--- src/rtl/bcd_display_scanner_pkg.sv ---
// Shared segment encodings (active-low, bit order {g,f,e,d,c,b,a}) and a width helper
// for the BCD display scanner.
package bcd_display_scanner_pkg;

  localparam logic [6:0] SEG_0     = 7'h40;
  localparam logic [6:0] SEG_1     = 7'h79;
  localparam logic [6:0] SEG_2     = 7'h24;
  localparam logic [6:0] SEG_3     = 7'h30;
  localparam logic [6:0] SEG_4     = 7'h19;
  localparam logic [6:0] SEG_5     = 7'h12;
  localparam logic [6:0] SEG_6     = 7'h02;
  localparam logic [6:0] SEG_7     = 7'h78;
  localparam logic [6:0] SEG_8     = 7'h00;
  localparam logic [6:0] SEG_9     = 7'h10;
  localparam logic [6:0] SEG_DASH  = 7'h3F;
  localparam logic [6:0] SEG_BLANK = 7'h7F;

  // Bits needed to count 0..value-1; never less than 1.
  function automatic int unsigned clog2(input int unsigned value);
    int unsigned width;
    width = 1;
    while ((32'd1 << width) < value) width++;
    return width;
  endfunction

endpackage

--- src/rtl/bcd_display_scanner_bcd_to_seg7.sv ---
// Combinational BCD to active-low 7-segment decoder; codes A-F show a dash.
module bcd_to_seg7
  import bcd_display_scanner_pkg::*;
(
  input  logic [3:0] code,
  output logic [6:0] seg
);

  always_comb begin
    seg = SEG_DASH;
    case (code)
      4'd0: seg = SEG_0;
      4'd1: seg = SEG_1;
      4'd2: seg = SEG_2;
      4'd3: seg = SEG_3;
      4'd4: seg = SEG_4;
      4'd5: seg = SEG_5;
      4'd6: seg = SEG_6;
      4'd7: seg = SEG_7;
      4'd8: seg = SEG_8;
      4'd9: seg = SEG_9;
      default: seg = SEG_DASH;
    endcase
  end

endmodule

--- src/rtl/bcd_display_scanner.sv ---
// Multiplexed common-anode BCD display scanner with slot blanking and decimal points.
// Optional leading-zero suppression is enabled by defining LEADING_ZERO_BLANK_EN.
module bcd_display_scanner
  import bcd_display_scanner_pkg::*;
#(
  parameter int unsigned NUM_DIGITS   = 4,
  parameter int unsigned SCAN_DIV     = 1000,
  parameter int unsigned BLANK_CYCLES = 2
) (
  input  logic                    clock,
  input  logic                    reset,
  input  logic                    scan_en,
  input  logic                    latch_en,
  input  logic [4*NUM_DIGITS-1:0] digits_in,
  input  logic [NUM_DIGITS-1:0]   dp_mask,
  output logic [7:0]              seg_n,
  output logic [NUM_DIGITS-1:0]   digit_sel,
  output logic                    frame_done
);

  localparam int unsigned IDX_W = clog2(NUM_DIGITS);
  localparam int unsigned PRE_W = clog2(SCAN_DIV);
  localparam logic [PRE_W-1:0] PRE_LAST  = PRE_W'(SCAN_DIV - 1);
  localparam logic [PRE_W-1:0] PRE_BLANK = PRE_W'(BLANK_CYCLES);
  localparam logic [IDX_W-1:0] IDX_LAST  = IDX_W'(NUM_DIGITS - 1);

  logic [4*NUM_DIGITS-1:0] shadow_digits;
  logic [NUM_DIGITS-1:0]   shadow_dp;
  logic [PRE_W-1:0]        prescaler, pre_next;
  logic [IDX_W-1:0]        index, idx_next;
  logic                    wrap_frame;
  logic [3:0]              cur_code;
  logic [6:0]              cur_seg;
  logic [NUM_DIGITS-1:0]   lz_blank;
  logic [7:0]              seg_next;
  logic [NUM_DIGITS-1:0]   sel_next;

  assign cur_code = shadow_digits[4*index +: 4];

  bcd_to_seg7 decoder (
    .code (cur_code),
    .seg  (cur_seg)
  );

`ifdef LEADING_ZERO_BLANK_EN
  logic zero_run;

  // Walk down from the most significant digit; the run ends at the first non-zero code.
  always_comb begin
    lz_blank = '0;
    zero_run = 1'b1;
    for (int unsigned k = NUM_DIGITS - 1; k > 0; k--) begin
      zero_run    = zero_run && (shadow_digits[4*k +: 4] == 4'd0);
      lz_blank[k] = zero_run;
    end
  end
`else
  assign lz_blank = '0;
`endif

  always_comb begin
    pre_next   = prescaler;
    idx_next   = index;
    wrap_frame = 1'b0;
    if (scan_en) begin
      if (prescaler == PRE_LAST) begin
        pre_next = '0;
        if (index == IDX_LAST) begin
          idx_next   = '0;
          wrap_frame = 1'b1;
        end else begin
          idx_next = index + 1'b1;
        end
      end else begin
        pre_next = prescaler + 1'b1;
      end
    end
  end

  always_comb begin
    seg_next = '1;
    sel_next = '0;
    if (scan_en && (prescaler >= PRE_BLANK)) begin
      sel_next[index] = 1'b1;
      seg_next        = {~shadow_dp[index], lz_blank[index] ? SEG_BLANK : cur_seg};
    end
  end

  always_ff @(posedge clock or posedge reset) begin
    if (reset) begin
      shadow_digits <= '0;
      shadow_dp     <= '0;
      prescaler     <= '0;
      index         <= '0;
      seg_n         <= '1;
      digit_sel     <= '0;
      frame_done    <= 1'b0;
    end else begin
      if (latch_en) begin
        shadow_digits <= digits_in;
        shadow_dp     <= dp_mask;
      end
      prescaler  <= pre_next;
      index      <= idx_next;
      seg_n      <= seg_next;
      digit_sel  <= sel_next;
      frame_done <= wrap_frame;
    end
  end

endmodule

--- config.mk ---
export PLATFORM = sky130hd
export DESIGN_NAME = bcd_display_scanner
export DESIGN_NICKNAME = d
export VERILOG_FILES = /design/src/rtl/bcd_display_scanner_pkg.sv /design/src/rtl/bcd_display_scanner_bcd_to_seg7.sv /design/src/rtl/bcd_display_scanner.sv
export SDC_FILE = /design/constraint.sdc
export NUM_CORES = 1
export LEC_CHECK = 0
export CAP_MARGIN = 20
export CELL_PAD_IN_SITES_DETAIL_PLACEMENT = 1
export CELL_PAD_IN_SITES_GLOBAL_PLACEMENT = 2
export CORE_ASPECT_RATIO = 0.9
export CORE_UTILIZATION = 32
export CTS_CLUSTER_SIZE = 20
export DETAILED_ROUTE_END_ITERATION = 10
export PLACE_DENSITY = 0.86
export RECOVER_POWER = 100
export SYNTH_ARGS = -nofsm -noshare
export SYNTH_HDL_FRONTEND = slang
export SYNTH_SLANG_ARGS = --single-unit
--- constraint.sdc ---
create_clock -name clock -period 1.96 [get_ports clock]
set_clock_uncertainty 0.15 [all_clocks]
set_input_delay 0.588 -clock clock [delete_from_list [all_inputs] [get_ports clock]]
set_output_delay 0.588 -clock clock [all_outputs]
set_load 0.05 [all_outputs]
==> results.md <==
- Status: finished, violations left
- Failing checks: negative setup slack
- Crit path DAT: 2.08 ns
- Startpoint Class: input pin
- Leakage: around 0.0013 uW
- Slew HR: 55.7%
- Pre-CTS setup slack: -0.205 ns
- Ports: 37
- Metal1 wirelength: approximately 2200 um
- Synth Area in Compound Gates: roughly 6.4%
- Cells after synthesis: ~170
- DIE AREA: roughly 7000 sq um
- Placer Congestion: just under 0.8
- Met3 WL: ~170 um
- Total Wirelength: 4710 um
- Die X: ~90 um
- Final setup violation count: 2
- ANT nets after route: 0
- Maximum root-to-sink buffer count: 2
- Area occupied by multi-input gates: 1010 sq um
- RSZ-0062 raised after global routing: true
- CTS Hold Bufs: 0
- Via count: 1,503
- Register area share after synthesis: between 50% and 60%
- CTS tree: done
- Vias in the first global route: 1,593
- Yosys cell types: 37
- Drt first pass iters: 4
- Post-synthesis adder-cell area fraction: about 6.4%
- R2R setup slack: -0.02 ns
- Height of the die: approximately 80 um
- Initial Util: between 30% and 40%
- Syn_nets: ~200
- Placed Cells incl. Taps: 310
- Area fraction of the dominant cell type after synthesis: a little over two fifths
- Critical path's largest stage delay: just under 0.6 ns
- Clk_lat worst skew: ~0.3 ns
- Mapped cell area: 2170 sq um
- Met2 routed WL: 2320 um
- Share of layout cells above drive strength 1: between 40 and 50%
- Clock sink total: 45
- Final #Nets: approximately 270
- Power Dens Cells: 835 nW/um^2
- Maxcap violations: 0
- Grt ovf: 0
- Commonest non-fill, non-tap cell in the layout: dfrtp_1
- Layout area overhead: 37.1%
- Yosys warning count: 0
- Final Hold Violating Endpoints: 0
- Initial detailed-routing violation count: 46
- Crit path required time: around 2.0 ns
- H-tree Lvls: 2
- Clock slew at reported path FFs: approximately 0.09 ns
- Upper clock frequency limit: slightly below 500 MHz
- WS Path Type: input pin to flip-flop
- Seq. cell area: between 1000 and 1500 sq um
- CTS Buf Count: 5
- # port buffers: 36
- VDD IR max: 0.364 mV
- Largest net degree at the start of global routing: 26
- Cell taking the most area after synthesis: dfrtp_1
- Simple-Gate Fraction of Synth Area: approximately 11%
- Slowest cell on the critical path: dlygate4sd3_1
- Fill cells: 700
- Initial antenna violation count: 0
- First-pass GRT wire length: 7930 um
- Top Metal Used: met4
- Critical-path cell list: dlygate4sd3_1 -> buf_4 -> nand3_1 -> nor3_1 -> o21ai_0 -> a21o_1
- Avg Cell Area, Syn: between 10 and 15 sq um
- Dpl hpwl: 3540 um
- Worst Setup End Kind: flip-flop
- # diodes: 0
- Via density: 4.67
- DRC viols: 0
- Tmin final: approximately 2.0 ns
- Slew Viols, Final: 0
- Number of core rows: 28
- Gr usage total: between 10 and 15%
- Largest family of logic cells by synthesized area: multiplexers
- Post-Synth XOR/XNOR Area: 1.62%
- Critical Path Fanout Max: 5
- Synth area leaders: dfrtp_1 (43%), mux2_2 (10%), dfstp_2 (9.7%), ha_1 (6.4%), mux4_1 (3.6%)
- Root Driver: clkbuf_8
- Post-route setup slack: -0.0683 ns
- HP Class: flip-flop to flip-flop
- #FFs+latches synth: 45
- Core area: ~6600 sq um
- Multiplexer share of the synthesized area: about a fifth
- Slew at the pin closest to its max-slew limit: 0.656 ns
- Finished Layout Cells: ~320
- DR WL/cell: between 10 and 15 um
- Final period utilization: 103%
- Most frequent cells in the layout: dfrtp_1 (36), mux2_2 (20), clkdlybuf4s50_1 (20), buf_4 (17), nand2_1 (12)
## power breakdown
part           switching [uW]  total, uW  internal, uW
logic                     352        717           365
clock network             328        580           252
registers                 115       1180          1070
## sequential cells by signal, summed over array words and instances, names as in the netlist
| signal | count |
|---|---|
| shadow_digits | 16 |
| prescaler | 10 |
| seg_n | 8 |
| digit_sel | 4 |
| shadow_dp | 4 |
| index | 2 |
| frame_done | 1 |
## synthesized netlist by cell type
library cell / count
dfrtp_1: 37
mux2_2: 20
nand2_1: 13
ha_1: 11
inv_1: 10
dfstp_2: 8
nor2_1: 8
o21ai_0: 8
and2_1: 5
nand3_1: 4
xnor2_1: 4
a21oi_1: 3
clkbuf_1: 3
mux2_4: 3
mux4_1: 3
nor3_1: 3
o22ai_1: 3
o2bb2ai_1: 3
buf_6: 2
mux4_2: 2
nor4_1: 2
a21o_1: 1
a22o_1: 1
a31oi_1: 1
and2b_1: 1
and3b_1: 1
buf_4: 1
mux2i_1: 1
nand2b_1: 1
nand2b_2: 1
nand4_1: 1
nor2b_1: 1
nor4_4: 1
o31ai_1: 1
o41ai_1: 1
or2_2: 1
or3_1: 1
## metrics by stage
step                      power (uW)  utilization (%)  setup TNS, ns  cell area [sq um]  hold WS [ns]
after floorplan                 1580                -        -0.0332               2180         0.322
after global placement          1890             44.6          -1.64               2920         0.332
after detailed placement        1920             44.6          -2.08               2920         0.340
after CTS                       2530             46.7        -0.0946               3060         0.359
after global routing            2630             45.3         -0.787               2970         0.382
final                           2480             45.3        -0.0882               2970         0.351
## routing by layer
layer  GRT usage (%)  vias to the layer above
met3            3.21                        6
met2            23.7                       39
met4            3.87                        0
met5               0                        -
met1            20.6                      744
li1                -                      714
## final timing paths
kind / startpoint / end / cells after the start
max in group asynchronous: reset / index[0] / 3
min: shadow_dp[1] / shadow_dp[1] / 1
min reg2reg: shadow_dp[1] / shadow_dp[1] / 1
max: scan_en / prescaler[9] / 6
min in group asynchronous: reset / digit_sel[2] / 2
max reg2reg: index[0] / seg_n[4] / 7
## area by class of cell
class / count / share of cell area [%]
Clock buffer: 6 / 2.44
Clock inverter: 2 / 0.506
Inverter: 10 / 1.26
Multi-Input combinational cell: 110 / 34.1
Sequential cell: 45 / 38.3
Tap cell: 90 / 3.79
Timing Repair Buffer: 59 / 19.6
## cells by family (layout without fill, tap and decap cells)
| family | Yosys count | after routing |
|---|---|---|
| adders and majority gates | 11 | 11 |
| AOI/OAI and AO/OA | 22 | 22 |
| muxes | 29 | 29 |
| and+or+nand+nor | 44 | 44 |
| DFF | 45 | 45 |
| xor gates and xnor gates | 4 | 4 |
| buffers and inverters | 16 | 77 |
## worst max-delay path: cells and delay by family
family,cells,cell delay (ns)
buffers and inverters,2,0.74
and+or+nand+nor,2,0.41
AOI/OAI and AO/OA,2,0.34
## what timing repair did
item                       CTS  global route
buffers inserted             3             1
setup endpoints to repair    6             9
pin swaps                    1             3
resized for setup            6             7
Note: power is estimated with default switching activity, not from simulation.
